## src/rtl/bootloader_arb_pkg.sv

```systemverilog
// bootloader_arb_pkg: shared types and constants for the bootloader host arbiter
package bootloader_arb_pkg;
    localparam int NREQ               = 2;
    localparam int BYTE_W             = 8;
    localparam int DEF_TIMEOUT_CYCLES = 1200000;

    typedef enum logic [1:0] {IDLE, ARM, OWNED, DRAIN} arb_state_e;
endpackage

```

## src/rtl/bootloader_host_arbiter.sv

```systemverilog
// bootloader_host_arbiter: session-based two-host arbiter in front of the bootloader FSM
// Optional idle-release timer is built when ARB_TIMEOUT_EN is defined.
module bootloader_host_arbiter
    import bootloader_arb_pkg::*;
#(
    parameter int TIMEOUT_CYCLES = DEF_TIMEOUT_CYCLES,
    parameter int TIMER_W        = $clog2(TIMEOUT_CYCLES + 1)
) (
    input  logic                     clk,
    input  logic                     resetn,
    input  logic [NREQ-1:0]          rq_start,
    input  logic [NREQ-1:0]          rq_end,
    input  logic [NREQ-1:0]          rq_in_valid,
    input  logic [NREQ*BYTE_W-1:0]   rq_in_data,
    output logic [NREQ-1:0]          rq_in_ready,
    output logic [NREQ-1:0]          rq_out_valid,
    output logic [NREQ*BYTE_W-1:0]   rq_out_data,
    input  logic [NREQ-1:0]          rq_out_ready,
    output logic [NREQ-1:0]          rq_busy,
    output logic                     bl_in_valid,
    output logic [BYTE_W-1:0]        bl_in_data,
    input  logic                     bl_in_ready,
    input  logic                     bl_out_valid,
    input  logic [BYTE_W-1:0]        bl_out_data,
    output logic                     bl_out_ready,
    input  logic                     bl_busy,
    output logic                     bl_reset,
    output logic                     owner,
    output logic                     granted
);
    arb_state_e      r_state, w_next;
    logic [NREQ-1:0] r_pending, w_owns, w_pend_eff, w_grant_mask;
    logic            r_owner, w_owner_next, r_rr_last, r_bl_reset;
    logic            w_routed, w_hs, w_timeout;

    assign w_routed = r_state == OWNED;
    assign w_owns   = (r_state == ARM || r_state == OWNED) ? (NREQ'(1) << r_owner) : '0;
    // Start/end from the current owner are FSM commands, never pending requests
    assign w_pend_eff   = (r_pending | (rq_start & ~w_owns)) & ~(rq_end & ~w_owns);
    assign w_grant_mask = (w_next == ARM) ? (NREQ'(1) << w_owner_next) : '0;
    assign w_hs = w_routed && ((rq_in_valid[r_owner] && bl_in_ready) ||
                               (bl_out_valid && rq_out_ready[r_owner]));

    always_comb begin
        w_next       = r_state;
        w_owner_next = r_owner;
        case (r_state)
            IDLE: begin
                if (|w_pend_eff) begin
                    w_next       = ARM;
                    w_owner_next = &w_pend_eff ? ~r_rr_last : w_pend_eff[1];
                end
            end
            ARM:   w_next = OWNED;
            OWNED: w_next = rq_end[r_owner]   ? (bl_busy ? DRAIN : IDLE) :
                            rq_start[r_owner] ? ARM :
                            w_timeout         ? DRAIN : OWNED;
            DRAIN: w_next = bl_busy ? DRAIN : IDLE;
            default: w_next = IDLE;
        endcase
    end

    always_ff @(posedge clk or negedge resetn) begin
        if (!resetn) begin
            r_state    <= IDLE;
            r_pending  <= '0;
            r_owner    <= 1'b0;
            r_rr_last  <= 1'b1;
            r_bl_reset <= 1'b0;
        end else begin
            r_state    <= w_next;
            r_pending  <= w_pend_eff & ~w_grant_mask;
            r_owner    <= w_owner_next;
            r_bl_reset <= w_next == ARM;
            if (r_state == ARM)
                r_rr_last <= r_owner;
        end
    end

`ifdef ARB_TIMEOUT_EN
    logic [TIMER_W-1:0] r_timer;

    always_ff @(posedge clk or negedge resetn) begin
        if (!resetn)
            r_timer <= '0;
        else if (w_next == ARM)
            r_timer <= '0;
        else if (w_routed)
            r_timer <= w_hs ? '0 : (&r_timer ? r_timer : r_timer + 1'b1);
    end

    assign w_timeout = r_timer == TIMER_W'(TIMEOUT_CYCLES - 1);
`else
    logic w_unused_timer;
    assign w_unused_timer = ^{TIMEOUT_CYCLES, TIMER_W, w_hs};
    assign w_timeout      = 1'b0;
`endif

    // Only the owner lane is ever connected; every other lane reads busy
    assign bl_in_valid  = w_routed && rq_in_valid[r_owner];
    assign bl_in_data   = rq_in_data[BYTE_W*r_owner +: BYTE_W];
    assign rq_in_ready  = w_routed ? (w_owns & {NREQ{bl_in_ready}}) : '0;
    assign rq_out_valid = w_routed ? (w_owns & {NREQ{bl_out_valid}}) : '0;
    assign rq_out_data  = {NREQ{bl_out_data}};
    assign bl_out_ready = w_routed ? rq_out_ready[r_owner] : (r_state == DRAIN);
    assign rq_busy      = w_routed ? (~w_owns | {NREQ{bl_busy}}) : '1;
    assign bl_reset     = r_bl_reset;
    assign owner        = r_owner;
    assign granted      = r_state == ARM || r_state == OWNED;
endmodule

```

## config.mk

```make
export PLATFORM = sky130hd
export DESIGN_NAME = bootloader_host_arbiter
export DESIGN_NICKNAME = d
export VERILOG_FILES = /design/src/rtl/bootloader_arb_pkg.sv /design/src/rtl/bootloader_host_arbiter.sv
export SDC_FILE = /design/constraint.sdc
export NUM_CORES = 1
export LEC_CHECK = 0
export CAP_MARGIN = 30
export CORE_ASPECT_RATIO = 1.5
export CORE_UTILIZATION = 33
export DETAILED_ROUTE_END_ITERATION = 7
export PLACE_DENSITY = 0.85
export SKIP_LAST_GASP = 1
export SYNTH_ARGS = -nofsm -noshare
export SYNTH_HDL_FRONTEND = slang
export SYNTH_SLANG_ARGS = --single-unit
```

## constraint.sdc

```tcl
create_clock -name clk -period 3.1 [get_ports clk]
set_clock_uncertainty 0.1 [all_clocks]
set_input_delay 0.31 -clock clk [delete_from_list [all_inputs] [get_ports clk]]
set_output_delay 0.31 -clock clk [all_outputs]
set_load 0.01 [all_outputs]
```

==> impl_metrics.csv <==
group,metric,value,unit
run_status,status,"finished clean",
detailed_routing,viasPerCell,5.164,
critical_path,path_delay_family,"buffers and inverters",
place,numPortBuffers,47,
cells_and_area,antenna_cells_inserted,0,
yosys,yosysUniqueCellTypes,28,
cts,postCtsResizedCells,0,
cts,postCtsSetupRepairBufs,0,
cts,worst_skew_pair.late_latency,0.24,ns
cts,cts_hold_buf,0,
cells_and_area,seqCellArea,176.4,µm²
global_route,grt_util_all_layers,16.64,%
yosys,fraction_of_the_mapped_netlist_area_in_adder_cells,7.899,%
cells_and_area,final_layout_size_suffix_gt1_share,13.01,%
global_route,grt_antenna_before_repair,0,
detailed_routing,postRouteAntennaNets,0,
cells_and_area,num-nets-final,166,
power_and_ir_drop,seq_power_share,21.6,%
floorplan,effective_utilization_at_floorplan,35.05,%
critical_path,crit_path_max_fanout,7,
sta,worst-slew-pin-transition,0.8190,ns
floorplan,die_w,42,µm
sta,finalCriticalPeriod,2.426,ns
detailed_routing,detail_route.drc_violations,0,
cts,cts_sinks,7,
yosys,ys_warn_count,0,
detailed_routing,dr.pass1.iters,4,
power_and_ir_drop,power_density,846.4,mW/mm²
critical_path,path_class,"reg2out",
cells_and_area,layout_commonest_cell,"sky130_fd_sc_hd__clkdlybuf4s50_1",
cts,cts.clk_slew.worst_paths,0.05,ns
floorplan,floorplan.io_pins,72,
cts,cts-root-to-sink-buffers,2,
place,dp_hpwl,1.646,mm
sta,hold_slack,0.2365,ns
job,drv_cap,0,
place,globalplace.congestion,0.7458,
power_and_ir_drop,leakage,0.4807,nW
yosys,synth_xor_area_share,0,%
power_and_ir_drop,ir_drop,435.6,µV
critical_path,critPathLaunchType,"register",
power_and_ir_drop,switching_share_of_power,40.87,%
floorplan,placement_rows,21,
cells_and_area,area_delta_synth_final,49.13,%
global_route,global_route_wire_length_before_repair,3.408,mm
sta,endpoints_failing_hold,0,
yosys,synth-compound-area-share,15.32,%
min_path,timing.hold.worst.class,"in2async",
sta,finalCritPeriodShare,78.26,%
power_and_ir_drop,total_switching_power,0.4086,mW
detailed_routing,initialDrtViolationCount,11,
cts,number_of_buffers_created_by_cts,3,
detailed_routing,totalWireLength,2.004,mm
cells_and_area,multi_input_gate_area_in_the_final_layout,460.4,µm²
global_route,vias_in_the_first_global_route,737,
cells_and_area,num-fill-cells,216,
sta,fin_setup_tns,0,ns
yosys,post_synth_and_or_nand_nor_area_fraction,18.33,%
critical_path,critical-path-max-stage-delay,0.54,ns
sta,unrepaired_setup_endpoints_after_global_routing,"false",
critical_path,critPathCaptureType,"output port",
sta,timing.max_slew.rel_slack,45.40,%
power_and_ir_drop,clockPowerShare,8.0,%
floorplan,die_height,62,µm
detailed_routing,via_count,754,
yosys,syn-cell-area,792.0,µm²
power_and_ir_drop,internal_power,0.5911,mW
floorplan,floorplan.die_area,0.002604,mm²
detailed_routing,route.detailed.wl_per_inst,13.73,µm
yosys,synth_seq_area_share,22.27,%
global_route,grt_start_max_net_pins,25,
global_route,globalRouteOverflowTotal,0,
sta,fmaxAchievable,412.2,MHz
yosys,post_synthesis_net_count,132,
yosys,synth_top_family_by_area,"buffers and inverters",
sta,finalMaxSlewViolations,0,
critical_path,data_arrival_time_at_the_worst_slack_endpoint,2.02,ns
cts,cts_tree,"done",
critical_path,crit_path_cell_trace,"inv_1 -> ha_1 -> nor2b_1 -> nand3_1 -> clkdlybuf4s50_1",
cts,clk_root_buffer_cell,"sky130_fd_sc_hd__clkbuf_4",
floorplan,core,0.002260,mm²
cells_and_area,final_cell_mix,"47 x sky130_fd_sc_hd__clkdlybuf4s50_1, 9 x sky130_fd_sc_hd__mux2_2, 7 x sky130_fd_sc_hd__nand2_1, 7 x sky130_fd_sc_hd__nor2_1, 6 x sky130_fd_sc_hd__dfrtp_1",
yosys,post_synth_mux_area_share,16.59,%
yosys,ys_ff_latch,7,
critical_path,slowest_stage,"sky130_fd_sc_hd__clkdlybuf4s50_1",
yosys,post_synth_inst_count,90,
cts,cts.htree.levels,1,
critical_path,critical_path.n_buffers_inverters,2,
power_and_ir_drop,power.combinational.fraction,70.5,%
critical_path,timing.critical_path.required,2.69,ns
yosys,syn_area_per_cell,8.800,µm²
sta,setup_viol,0,
-- power groups by stage --
stage	registers, mW	clock network (mW)	logic (mW)
after detailed placement	0.217	0	0.704
after CTS	0.215	0.0850	0.708
after global placement	0.211	0	0.686
after floorplan	0.178	0	0.498
final	0.215	0.0799	0.704
after global routing	0.225	0.0896	0.767
-- sequential cells by signal, summed over array words and instances, names as in the netlist --
signal,flops
bl_reset,1
r_pending,2
r_state,2
r_rr_last,1
owner,1
-- per-stage QoR --
step / setup WS (ns) / area (µm²) / power [mW] / utilization (%) / instances
global placement: 0.9742 / 1155 / 0.8973 / 51.11 / 142
global route: 0.5514 / 1181 / 1.082 / 52.27 / 146
floorplan: 1.162 / 792.0 / 0.6759 / - / 90
CTS: 0.6666 / 1181 / 1.007 / 52.27 / 146
detailed placement: 0.9364 / 1155 / 0.9208 / 51.11 / 142
finish: 0.6740 / 1181 / 0.9997 / 52.27 / 146
-- cell type report --
cell class | count | area share [%]
Clock buffer | 4 | 2.225
Inverter | 5 | 1.589
Multi-Input combinational cell | 60 | 38.98
Sequential cell | 7 | 14.94
Tap cell | 23 | 2.436
Timing Repair Buffer | 47 | 39.83
-- worst register-to-register path, stage by stage, from the launching register on --
cell                      delay, ns
sky130_fd_sc_hd__dfrtp_1       0.87
sky130_fd_sc_hd__mux2i_1       0.28
sky130_fd_sc_hd__o21ai_1       0.10
sky130_fd_sc_hd__o31a_1        0.34
sky130_fd_sc_hd__a31oi_1       0.21
sky130_fd_sc_hd__nor2b_1       0.16
-- synthesized netlist by cell type --
cell type                    n  share of area, %
sky130_fd_sc_hd__buf_4      16                15
sky130_fd_sc_hd__mux2_2      9                13
sky130_fd_sc_hd__nand2_1     7               3.3
sky130_fd_sc_hd__nor2_1      7               3.3
sky130_fd_sc_hd__dfrtp_1     6                19
sky130_fd_sc_hd__ha_1        5               7.9
sky130_fd_sc_hd__inv_1       5               2.4
sky130_fd_sc_hd__nand2b_1    4               3.2
sky130_fd_sc_hd__nor2b_1     4               3.2
sky130_fd_sc_hd__a21oi_1     3               1.9
sky130_fd_sc_hd__mux2i_1     3               3.8
sky130_fd_sc_hd__o31a_1      3               3.3
sky130_fd_sc_hd__a31oi_1     2               1.6
sky130_fd_sc_hd__nor3b_1     2               1.9
sky130_fd_sc_hd__a21boi_1    1              0.95
sky130_fd_sc_hd__a21o_1      1              0.95
sky130_fd_sc_hd__a2bb2oi_2   1               1.9
sky130_fd_sc_hd__a31o_1      1               1.1
sky130_fd_sc_hd__and2_1      1              0.79
sky130_fd_sc_hd__and3_4      1               1.4
sky130_fd_sc_hd__buf_2       1              0.63
sky130_fd_sc_hd__buf_6       1               1.4
sky130_fd_sc_hd__dfstp_2     1               3.3
sky130_fd_sc_hd__nand3_1     1              0.63
sky130_fd_sc_hd__nor3_1      1              0.63
sky130_fd_sc_hd__o211ai_1    1              0.95
sky130_fd_sc_hd__o21ai_1     1              0.63
sky130_fd_sc_hd__o32ai_2     1               2.1
-- path summary, 6_finish.rpt --
check / from / end / slack (ns) / depth (start not counted)
setup / recovery: r_state[1] / rq_busy[1] / 0.67 / 5
hold / removal: resetn / bl_reset / 0.24 / 1
setup reg to reg: owner / bl_reset / 0.97 / 5
hold reg to reg: r_rr_last / r_rr_last / 0.53 / 1
max in group asynchronous: resetn / r_rr_last / 2.36 / 1
min in group clk: bl_out_data[7] / rq_out_data[15] / 0.52 / 0
-- per-layer routing --
metal	global-route usage (%)	part of all wire, %	vias to the layer above	wire length [µm]
met1	18.31	40	349	808
li1	-	-	363	-
met3	3.468	7.0	2	140
met4	7.373	0.60	0	12
met2	31.03	52	40	1042
met5	0	0	-	0
-- cell families after synthesis --
| kind of cell | Yosys count |
|---|---|
| compound gates | 15 |
| fa+ha+maj | 5 |
| flops | 7 |
| buf+inv | 23 |
| simple gates | 28 |
| mux | 12 |
(Power assumes the default switching activity.)
